## src/rtl/exu_oitf_pkg.sv

```systemverilog
// rtl/exu_oitf_pkg.sv - shared sizes and hazard helper for the outstanding instruction track FIFO
package exu_oitf_pkg;

  localparam int E203_OITF_DEPTH  = 2;
  localparam int E203_ITAG_WIDTH  = $clog2(E203_OITF_DEPTH);
  localparam int E203_RFIDX_WIDTH = 5;
  localparam int E203_PC_SIZE     = 32;

  // One entry's contribution to a hazard: live entry that writes rd, operand in use,
  // same register index and same register file (integer vs FPU).
  function automatic logic oitf_hit(
    input logic valid,
    input logic rdwen,
    input logic opnd_en,
    input logic idx_eq,
    input logic fpu_eq
  );
    return valid & rdwen & opnd_en & idx_eq & fpu_eq;
  endfunction

endpackage

```

## src/rtl/oitf_wrap_ptr.sv

```systemverilog
// rtl/oitf_wrap_ptr.sv - circular index counter with a wrap flag for full/empty disambiguation
module oitf_wrap_ptr #(
  parameter int DEPTH = 2,
  parameter int W     = 1
) (
  input  logic         clk,
  input  logic         rst_n,
  input  logic         ena_i,
  output logic [W-1:0] idx_o,
  output logic         flag_o
);

  logic [W-1:0] idx_q, idx_d;
  logic         flag_q, flag_d;

  // Advance by one; stepping past the last slot returns to 0 and flips the lap flag.
  always_comb begin
    idx_d  = idx_q;
    flag_d = flag_q;
    if (ena_i) begin
      if (idx_q == W'(DEPTH - 1)) begin
        idx_d  = '0;
        flag_d = ~flag_q;
      end else begin
        idx_d = idx_q + 1'b1;
      end
    end
  end

  // Pointer state register.
  always_ff @(posedge clk or negedge rst_n) begin
    if (!rst_n) begin
      idx_q  <= '0;
      flag_q <= 1'b0;
    end else begin
      idx_q  <= idx_d;
      flag_q <= flag_d;
    end
  end

  assign idx_o  = idx_q;
  assign flag_o = flag_q;

endmodule

```

## src/rtl/exu_oitf.sv

```systemverilog
// rtl/exu_oitf.sv - outstanding instruction track FIFO with RAW/WAW hazard detection
module exu_oitf
  import exu_oitf_pkg::*;
#(
  parameter int OITF_DEPTH  = E203_OITF_DEPTH,
  parameter int ITAG_WIDTH  = $clog2(OITF_DEPTH),
  parameter int RFIDX_WIDTH = E203_RFIDX_WIDTH,
  parameter int PC_SIZE     = E203_PC_SIZE
) (
  input  logic                   clk,
  input  logic                   rst_n,
  input  logic                   dis_ena,
  output logic                   dis_ready,
  output logic [ITAG_WIDTH-1:0]  dis_ptr,
  input  logic                   disp_i_rs1en,
  input  logic                   disp_i_rs2en,
  input  logic                   disp_i_rs3en,
  input  logic                   disp_i_rs1fpu,
  input  logic                   disp_i_rs2fpu,
  input  logic                   disp_i_rs3fpu,
  input  logic [RFIDX_WIDTH-1:0] disp_i_rs1idx,
  input  logic [RFIDX_WIDTH-1:0] disp_i_rs2idx,
  input  logic [RFIDX_WIDTH-1:0] disp_i_rs3idx,
  input  logic                   disp_i_rdwen,
  input  logic                   disp_i_rdfpu,
  input  logic [RFIDX_WIDTH-1:0] disp_i_rdidx,
  input  logic [PC_SIZE-1:0]     disp_i_pc,
  input  logic                   ret_ena,
  output logic [ITAG_WIDTH-1:0]  ret_ptr,
  output logic                   ret_rdwen,
  output logic                   ret_rdfpu,
  output logic [RFIDX_WIDTH-1:0] ret_rdidx,
  output logic [PC_SIZE-1:0]     ret_pc,
  output logic                   oitfrd_match_disprs1,
  output logic                   oitfrd_match_disprs2,
  output logic                   oitfrd_match_disprs3,
  output logic                   oitfrd_match_disprd,
  output logic                   oitf_empty
);

  logic [ITAG_WIDTH-1:0] alc_idx, ret_idx;
  logic                  alc_flag, ret_flag;
  logic                  full, empty, alc_fire, ret_fire;

  logic [OITF_DEPTH-1:0]                  valid_v, rdwen_v, rdfpu_v;
  logic [OITF_DEPTH-1:0][RFIDX_WIDTH-1:0] rdidx_v;
  logic [OITF_DEPTH-1:0][PC_SIZE-1:0]     pc_v;
  logic [OITF_DEPTH-1:0]                  hit_rs1, hit_rs2, hit_rs3, hit_rd;

  // Illegal requests are masked here using pre-edge occupancy, so a retire never
  // opens room for an allocation within the same edge.
  assign empty    = (alc_idx == ret_idx) & (alc_flag == ret_flag);
  assign full     = (alc_idx == ret_idx) & (alc_flag != ret_flag);
  assign alc_fire = dis_ena & ~full;
  assign ret_fire = ret_ena & ~empty;

  oitf_wrap_ptr #(.DEPTH(OITF_DEPTH), .W(ITAG_WIDTH)) u_alc_ptr (
    .clk    (clk),
    .rst_n  (rst_n),
    .ena_i  (alc_fire),
    .idx_o  (alc_idx),
    .flag_o (alc_flag)
  );

  oitf_wrap_ptr #(.DEPTH(OITF_DEPTH), .W(ITAG_WIDTH)) u_ret_ptr (
    .clk    (clk),
    .rst_n  (rst_n),
    .ena_i  (ret_fire),
    .idx_o  (ret_idx),
    .flag_o (ret_flag)
  );

  for (genvar i = 0; i < OITF_DEPTH; i++) begin : g_ent
    logic                   set_w, clr_w;
    logic                   valid_q, valid_d;
    logic                   rdwen_q, rdfpu_q;
    logic [RFIDX_WIDTH-1:0] rdidx_q;
    logic [PC_SIZE-1:0]     pc_q;

    assign set_w = alc_fire & (alc_idx == ITAG_WIDTH'(i));
    assign clr_w = ret_fire & (ret_idx == ITAG_WIDTH'(i));

    // Valid next state: allocation wins over retirement of the same slot.
    always_comb begin
      valid_d = valid_q;
      if (clr_w) valid_d = 1'b0;
      if (set_w) valid_d = 1'b1;
    end

    // Valid bit register.
    always_ff @(posedge clk or negedge rst_n) begin
      if (!rst_n) valid_q <= 1'b0;
      else        valid_q <= valid_d;
    end

    // Payload capture on allocation; contents are meaningless while the slot is invalid.
    always_ff @(posedge clk) begin
      if (set_w) begin
        rdwen_q <= disp_i_rdwen;
        rdfpu_q <= disp_i_rdfpu;
        rdidx_q <= disp_i_rdidx;
        pc_q    <= disp_i_pc;
      end
    end

    assign valid_v[i] = valid_q;
    assign rdwen_v[i] = rdwen_q;
    assign rdfpu_v[i] = rdfpu_q;
    assign rdidx_v[i] = rdidx_q;
    assign pc_v[i]    = pc_q;
  end

  // Compare every live entry's rd against each dispatch operand.
  always_comb begin
    hit_rs1 = '0;
    hit_rs2 = '0;
    hit_rs3 = '0;
    hit_rd  = '0;
    for (int i = 0; i < OITF_DEPTH; i++) begin
      hit_rs1[i] = oitf_hit(valid_v[i], rdwen_v[i], disp_i_rs1en,
                            rdidx_v[i] == disp_i_rs1idx, rdfpu_v[i] == disp_i_rs1fpu);
      hit_rs2[i] = oitf_hit(valid_v[i], rdwen_v[i], disp_i_rs2en,
                            rdidx_v[i] == disp_i_rs2idx, rdfpu_v[i] == disp_i_rs2fpu);
      hit_rs3[i] = oitf_hit(valid_v[i], rdwen_v[i], disp_i_rs3en,
                            rdidx_v[i] == disp_i_rs3idx, rdfpu_v[i] == disp_i_rs3fpu);
      hit_rd[i]  = oitf_hit(valid_v[i], rdwen_v[i], disp_i_rdwen,
                            rdidx_v[i] == disp_i_rdidx, rdfpu_v[i] == disp_i_rdfpu);
    end
  end

  assign oitfrd_match_disprs1 = |hit_rs1;
  assign oitfrd_match_disprs2 = |hit_rs2;
  assign oitfrd_match_disprs3 = |hit_rs3;
  assign oitfrd_match_disprd  = |hit_rd;

  assign dis_ready  = ~full;
  assign dis_ptr    = alc_idx;
  assign oitf_empty = empty;
  assign ret_ptr    = ret_idx;
  assign ret_rdwen  = rdwen_v[ret_idx];
  assign ret_rdfpu  = rdfpu_v[ret_idx];
  assign ret_rdidx  = rdidx_v[ret_idx];
  assign ret_pc     = pc_v[ret_idx];

  // Dropped handshakes indicate an upstream protocol slip.
  a_no_overflow : assert property (@(posedge clk) disable iff (!rst_n) !(dis_ena && full))
    else $warning("exu_oitf: dis_ena while full was ignored");
  a_no_underflow : assert property (@(posedge clk) disable iff (!rst_n) !(ret_ena && empty))
    else $warning("exu_oitf: ret_ena while empty was ignored");

endmodule
```

## config.mk

```make
export PLATFORM = sky130hd
export DESIGN_NAME = exu_oitf
export DESIGN_NICKNAME = d
export VERILOG_FILES = /design/src/rtl/exu_oitf_pkg.sv /design/src/rtl/oitf_wrap_ptr.sv /design/src/rtl/exu_oitf.sv
export SDC_FILE = /design/constraint.sdc
export NUM_CORES = 1
export LEC_CHECK = 0
export BUFFER_PORTS_ARGS = -buffer_cell sky130_fd_sc_hd__buf_2
export CORE_UTILIZATION = 31
export DETAILED_ROUTE_END_ITERATION = 12
export PLACE_DENSITY = 0.59
export SLEW_MARGIN = 0
export SYNTH_ARGS = -nofsm -noshare
export SYNTH_HDL_FRONTEND = slang
export SYNTH_SLANG_ARGS = --single-unit
export TNS_END_PERCENT = 30
```

## constraint.sdc

```tcl
create_clock -name clk -period 7.85 [get_ports clk]
set_input_delay 0.3925 -clock clk [delete_from_list [all_inputs] [get_ports clk]]
set_output_delay 0.3925 -clock clk [all_outputs]
set_load 0.02 [all_outputs]
```

## After elaboration in Yosys (flattened, before gate mapping)

Cells that the tools add are included.

| storage, ports and cells | value |
|---|---|
| flip-flop bits (word level) | 84 |
| bits of input ports | 64 |
| output and inout bits | 47 |
| logic and storage cells | 98 |

| operators by class | value |
|---|---|
| add/sub/neg operators | 2 |
| order comparisons | 1 |
| equality and inequality tests | 19 |
| muxes and demuxes | 14 |
| bitwise operators | 40 |
| reductions and logical operators | 8 |

Operator list:

| cell | count |
|---|---|
| two-way mux 32 bit | 2 |
| == test 5 bit | 8 |
| AND 1 bit | 34 |
| == test 1 bit | 10 |
| two-way mux 1 bit | 10 |
| two-way mux 5 bit | 2 |
| OR reduction 2 bit | 4 |
| inverter 1 bit | 6 |
| AND reduction 2 bit | 2 |
| nonzero test 2 bit | 2 |
| adder 1 bit (second input constant) | 2 |
| less-than comparator 1 x 2 -> 1 bit (second input constant) | 1 |
| inequality test 1 bit | 1 |

## Depth between registers and ports, before layout

| depth | value |
|---|---|
| depth in word-level cells | 7 |
| depth in mapped cells | 5 |
| mapped depth without buffers | 4 |

## Modules after synthesis

From an unflattened synthesis, not the netlist that was laid out.

| unflattened totals | value |
|---|---|
| cells, all modules | 236 |
| area, all modules | 3753.6 um2 |

By module, submodules not included:

| module | instances | cells an instance | area each (um2) | sequential area each (um2) |
|---|---|---|---|---|
| exu_oitf | 1 | 226 | 3611.0 | 2392.3 |
| oitf_wrap_ptr | 2 | 5 | 71.3 | 50.0 |

## Worst setup path before layout

Ideal clock, no wire load.

| path | value |
|---|---|
| kind | flip-flop to flip-flop |
| start point | register u_ret_ptr.idx_q, in the netlist u_ret_ptr.idx_o |
| end point | register g_ent[1].pc_q[0], enable pin |
| library setup time | 448 ps |
| arrival | 2780 ps |
| data required time | 7402 ps |
| path slack | 4622 ps |
| stages on the path, launching flop included | 4 |
| buffers on the path | 2 |
| period minus slack after synthesis | 3228 ps |
| path through | dfrtp_1 buf_2 buf_2 a21oi_1 |

| on the way | value |
|---|---|
| word-level cells in the longest chain between the ends | 5 |

Ends and longest elaborated chain:

| what | line | RTL |
|---|---|---|
| start, declared | oitf_wrap_ptr.sv:13 | `logic [W-1:0] idx_q, idx_d;` |
| start signal, assigned | oitf_wrap_ptr.sv:36 | `idx_q <= idx_d;` |
| == test 1 bit | exu_oitf.sv:53 | `assign full = (alc_idx == ret_idx) & (alc_flag != ret_flag);` |
| AND 1 bit | exu_oitf.sv:53 |  |
| inverter 1 bit | exu_oitf.sv:54 | `assign alc_fire = dis_ena & ~full;` |
| AND 1 bit | exu_oitf.sv:54 |  |
| AND 1 bit | exu_oitf.sv:80 | `assign set_w = alc_fire & (alc_idx == ITAG_WIDTH'(i));` |
| net g_ent[1].set_w | exu_oitf.sv:74 | `logic set_w, clr_w;` |
| end signal, assigned | exu_oitf.sv:102 | `pc_q <= disp_i_pc;` |
| end, declared | exu_oitf.sv:78 | `logic [PC_SIZE-1:0] pc_q;` |

The timed path passes the listed nets, and every way through them passes these cells.
A chain may end at the register's enable or synchronous reset.

## Final worst setup path

| path | value |
|---|---|
| start point | register g_ent[0].rdfpu_q |
| end point | output oitfrd_match_disprs2 |

| on the way | value |
|---|---|
| word-level cells in the longest chain between the ends | 3 |

Ends and longest elaborated chain:

| what | line | RTL |
|---|---|---|
| start, declared | exu_oitf.sv:76 | `logic rdwen_q, rdfpu_q;` |
| start signal, assigned | exu_oitf.sv:100 | `rdfpu_q <= disp_i_rdfpu;` |
| == test 1 bit | exu_oitf.sv:123 | `rdidx_v[i] == disp_i_rs2idx, rdfpu_v[i] == disp_i_rs2fpu);` |
| AND 1 bit | exu_oitf_pkg.sv:18 | `return valid & rdwen & opnd_en & idx_eq & fpu_eq;` |
| OR reduction 2 bit | exu_oitf.sv:132 | `assign oitfrd_match_disprs2 = \|hit_rs2;` |
| end, declared | exu_oitf.sv:35 | `output logic oitfrd_match_disprs2,` |

Every way passes these cells.

==> load_flow_metrics.sql <==
INSERT INTO impl_metrics (metric_group, metric, value, unit) VALUES
('status', 'run_status', 'finished with violations', ''),
('status', 'failed_checks', 'DRC', ''),
('global_route', 'grt_start_max_net_pins', '51', ''),
('layout', 'layout-drive-gt1-share', '47.65', '%'),
('layout', 'areaGrowthSynthToFinish', '26.25', '%'),
('clocking', 'cts_tree', 'yes', ''),
('floorplanning', 'die_width', '112.2', 'um'),
('timing', 'slew-limit-headroom', '55.99', '%'),
('critical_path', 'setup.worst_path.end_class', 'output port', ''),
('clocking', 'cts-buffers-inserted', '9', ''),
('yosys', 'synth_enable_flop_cells', '78', ''),
('timing', 'hold_viol_final', '0', ''),
('critical_path', 'path_max_fanout', '5', ''),
('yosys', 'ys_seq_elements', '84', ''),
('run', 'drv_cap', '0', ''),
('clocking', 'clock_sinks', '84', ''),
('timing', 'grt_setup_unrepaired', 'no', ''),
('yosys', 'biggest_area_consumer_among_synthesized_cells', 'edfxtp_1', ''),
('timing', 'finClkSkew', '7.439', 'ps'),
('pwr', 'power.density', '370.5', 'nW/um^2'),
('clocking', 'clock_tree.htree_level_count', '3', ''),
('yosys', 'yosys.cell_types.count', '25', ''),
('place', 'port-buffer-count', '110', ''),
('floorplanning', 'chipHeight', '112.2', 'um'),
('layout', 'antennaDiodeCount', '0', ''),
('pwr', 'power_leakage', '1.769', 'nW'),
('clocking', 'path_clk_slew', '60', 'ps'),
('timing', 'finalMaxSlewViolations', '0', ''),
('yosys', 'synthMostInstantiatedCell', 'edfxtp_1', ''),
('global_route', 'grt_overflow', '0', ''),
('clocking', 'postCtsSetupBuffers', '0', ''),
('critical_path', 'setup.worst_path.class', 'reg2out', ''),
('routing', 'wl', '8070', 'um'),
('clocking', 'cts_root_buf', 'clkbuf_16', ''),
('clocking', 'cts_hold_repair.buffers', '1', ''),
('min_path', 'min-delay-path-class', 'in2reg', ''),
('place', 'gp_congestion', '0.7505', ''),
('floorplanning', 'fp.coreArea', '11610', 'um^2'),
('yosys', 'synth.area.top_cells', 'edfxtp_1 (62%), mux2_2 (12%), xnor2_1 (8.6%)', ''),
('clocking', 'clock_insertion_delay_worst_skew', '330', 'ps'),
('timing', 'fin_tns_setup', '0', 'ps'),
('floorplanning', 'starting_density_of_the_core', '32.42', '%'),
('routing', 'final_antenna_net_count', '0', ''),
('clocking', 'ctsLongestPathBuffers', '2', ''),
('timing', 'minimum_clock_period', '2228', 'ps'),
('yosys', 'seq_area_frac_synth', '66.20', '%'),
('routing', 'vias_per_cell', '4.688', ''),
('yosys', 'async_reset_ff_share', '7.143', '%'),
('layout', 'area_of_combinational_cells_with_multiple_inputs', '1206', 'um^2'),
('yosys', 'mappedNetlistArea', '3765', 'um^2'),
('critical_path', 'critical_path_start_type', 'flip-flop', ''),
('global_route', 'first_global_vias', '2508', ''),
('routing', 'average_routed_wire_per_standard_cell', '16.01', 'um'),
('timing', 'max_slew.worst_pin.slew', '660.2', 'ps'),
('timing', 'timing.final.crit_share', '28.38', '%'),
('yosys', 'yosysWarnings', '0', ''),
('routing', 'routed-via-count', '2363', ''),
('yosys', 'synth_fp_nets', '313', ''),
('global_route', 'grt_antenna_before_repair', '0', ''),
('critical_path', 'timing.critical_path.required', '7460', 'ps'),
('timing', 'max_freq', '448.8', 'MHz'),
('yosys', 'synth_cells', '249', ''),
('floorplanning', 'pin_count', '111', ''),
('yosys', 'synth_common_cells', 'edfxtp_1 (78), mux2_2 (40), xnor2_1 (37)', ''),
('layout', 'num-fill-cells', '1113', ''),
('yosys', 'synth-main-ff-cell', 'edfxtp_1', ''),
('layout', 'ff_latch_area', '2494', 'um^2'),
('global_route', 'grt_first_pass_wirelength', '12630', 'um'),
('floorplanning', 'design.die.area', '12590', 'um^2'),
('routing', 'detail_route.drc_violations', '7', ''),
('yosys', 'postSynthAreaPerCell', '15.12', 'um^2'),
('clocking', 'cts_resized', '0', ''),
('global_route', 'global_route.usage.total', '13.23', '%'),
('layout', 'final_nets', '420', ''),
('yosys', 'yosysTopAreaCellShare', '62.21', '%'),
('place', 'hpwl', '5679', 'um'),
('critical_path', 'worst-endpoint-arrival', '1840', 'ps'),
('timing', 'setup-violations-final', '0', ''),
('routing', 'drt_first_iter_violations', '112', ''),
('floorplanning', 'row_count', '39', ''),
('pwr', 'irDropWorstVdd', '0.1573', 'mV'),
('routing', 'dr_pass1_iterations', '8', ''),
('layout', 'final_core_area_utilization', '40.93', '%');
final cells by class:
cell class                      instances  area share, %
Multi-Input combinational cell        143          25.38
Timing Repair Buffer                  114          12.27
Sequential cell                        84          52.46
Clock inverter                          6          1.000
Tap cell                              143          3.764
Clock buffer                           10          4.817
Inverter                                4         0.3159
layout by cell type (no fill, tap or decap):
| cell | Yosys | layout |
|---|---|---|
| nand4_1 | 13 | 13 |
| dfrtp_1 | 6 | 5 |
| inv_1 | 4 | 4 |
| dlygate4sd3_1 | 0 | 1 |
| a21oi_4 | 0 | 2 |
| buf_2 | 5 | 110 |
| dfrtp_2 | 0 | 1 |
| clkinv_2 | 0 | 1 |
| edfxtp_1 | 78 | 78 |
| a21oi_1 | 7 | 5 |
| a31oi_1 | 2 | 2 |
| nand2_1 | 3 | 3 |
| clkbuf_16 | 0 | 9 |
| xnor2_1 | 37 | 37 |
| o22ai_1 | 1 | 1 |
| clkinv_4 | 0 | 2 |
| nand3_1 | 3 | 3 |
| xor2_1 | 12 | 12 |
| o31ai_1 | 1 | 1 |
| mux2_2 | 40 | 40 |
| nor2_1 | 7 | 7 |
| or2b_1 | 1 | 1 |
| buf_4 | 0 | 3 |
| nor3_1 | 1 | 1 |
| inv_6 | 0 | 2 |
| a211o_1 | 1 | 1 |
| and2_1 | 1 | 1 |
| clkinvlp_4 | 0 | 1 |
| nand2b_1 | 1 | 1 |
| o21ai_0 | 8 | 8 |
| xor2_2 | 1 | 1 |
| nor4_1 | 3 | 3 |
| clkbuf_1 | 12 | 1 |
cell families after synthesis:
group	count (synthesis)	share of synthesized area [%]
AND/OR/NAND/NOR	33	4.719
XOR/XNOR	50	11.83
buffers and inverters	22	2.359
flip-flops	84	66.20
multiplexers	40	11.96
AO/OA/AOI/OAI	20	2.925
worst paths after layout:
check | slack [ps] | endpoint | depth (start not counted) | start
max | 5620 | oitfrd_match_disprs2 | 5 | g_ent[0].rdfpu_q
min in group asynchronous | 430 | u_alc_ptr.flag_o | 2 | rst_n
max in group asynchronous | 7250 | u_ret_ptr.idx_o | 2 | rst_n
max reg2reg | 5770 | g_ent[0].pc_q[25] | 4 | u_ret_ptr.idx_o
min | 250 | g_ent[1].pc_q[21] | 1 | disp_i_pc[21]
min reg2reg | 560 | g_ent[1].valid_q | 2 | g_ent[1].valid_q
sequential cells by signal (all words and copies together), names as in the netlist:
signal / count
g_ent.pc_q: 64
u_ret_ptr.flag_o: 1
g_ent.rdfpu_q: 2
u_alc_ptr.idx_o: 1
u_alc_ptr.flag_o: 1
g_ent.rdidx_q: 10
u_ret_ptr.idx_o: 1
g_ent.rdwen_q: 2
g_ent.valid_q: 2
worst max-delay path, stage by stage (launching register included):
cell and delay (ps):
edfxtp_1 530, xor2_1 210, nor4_1 350, nand4_1 130, o21ai_0 90, buf_2 190
report_power, final:
group / switching [mW] / internal [mW]
Sequential: 0.0727 / 0.633
Combinational: 0.405 / 0.265
Clock: 0.169 / 0.217
Total: 0.647 / 1.11
through the flow:
| stage | std cells | instance area, um^2 | hold WS (ps) | setup WS [ps] | power, mW |
|---|---|---|---|---|---|
| global placement | 487 | 4467 | 228.2 | 5752 | 1.390 |
| global route | 504 | 4753 | 230.6 | 5508 | 1.860 |
| finish | 504 | 4753 | 246.7 | 5622 | 1.761 |
| CTS | 504 | 4753 | 236.6 | 5627 | 1.788 |
| floorplan | 249 | 3765 | 96.91 | 4622 | 1.173 |
| detailed placement | 487 | 4467 | 231.1 | 5753 | 1.397 |
metal layers:
| metal | part of all wire, % | wire length, um | vias up | global-route usage (%) |
|---|---|---|---|---|
| met5 | 0 | 0 | - | 0 |
| met2 | 47 | 3781 | 88 | 21.45 |
| met3 | 9.7 | 786 | 7 | 5.130 |
| met4 | 0.82 | 66 | 0 | 4.267 |
| li1 | - | - | 1133 | - |
| met1 | 43 | 3435 | 1135 | 16.24 |
No activity file was read; power rests on OpenSTA's default activity.
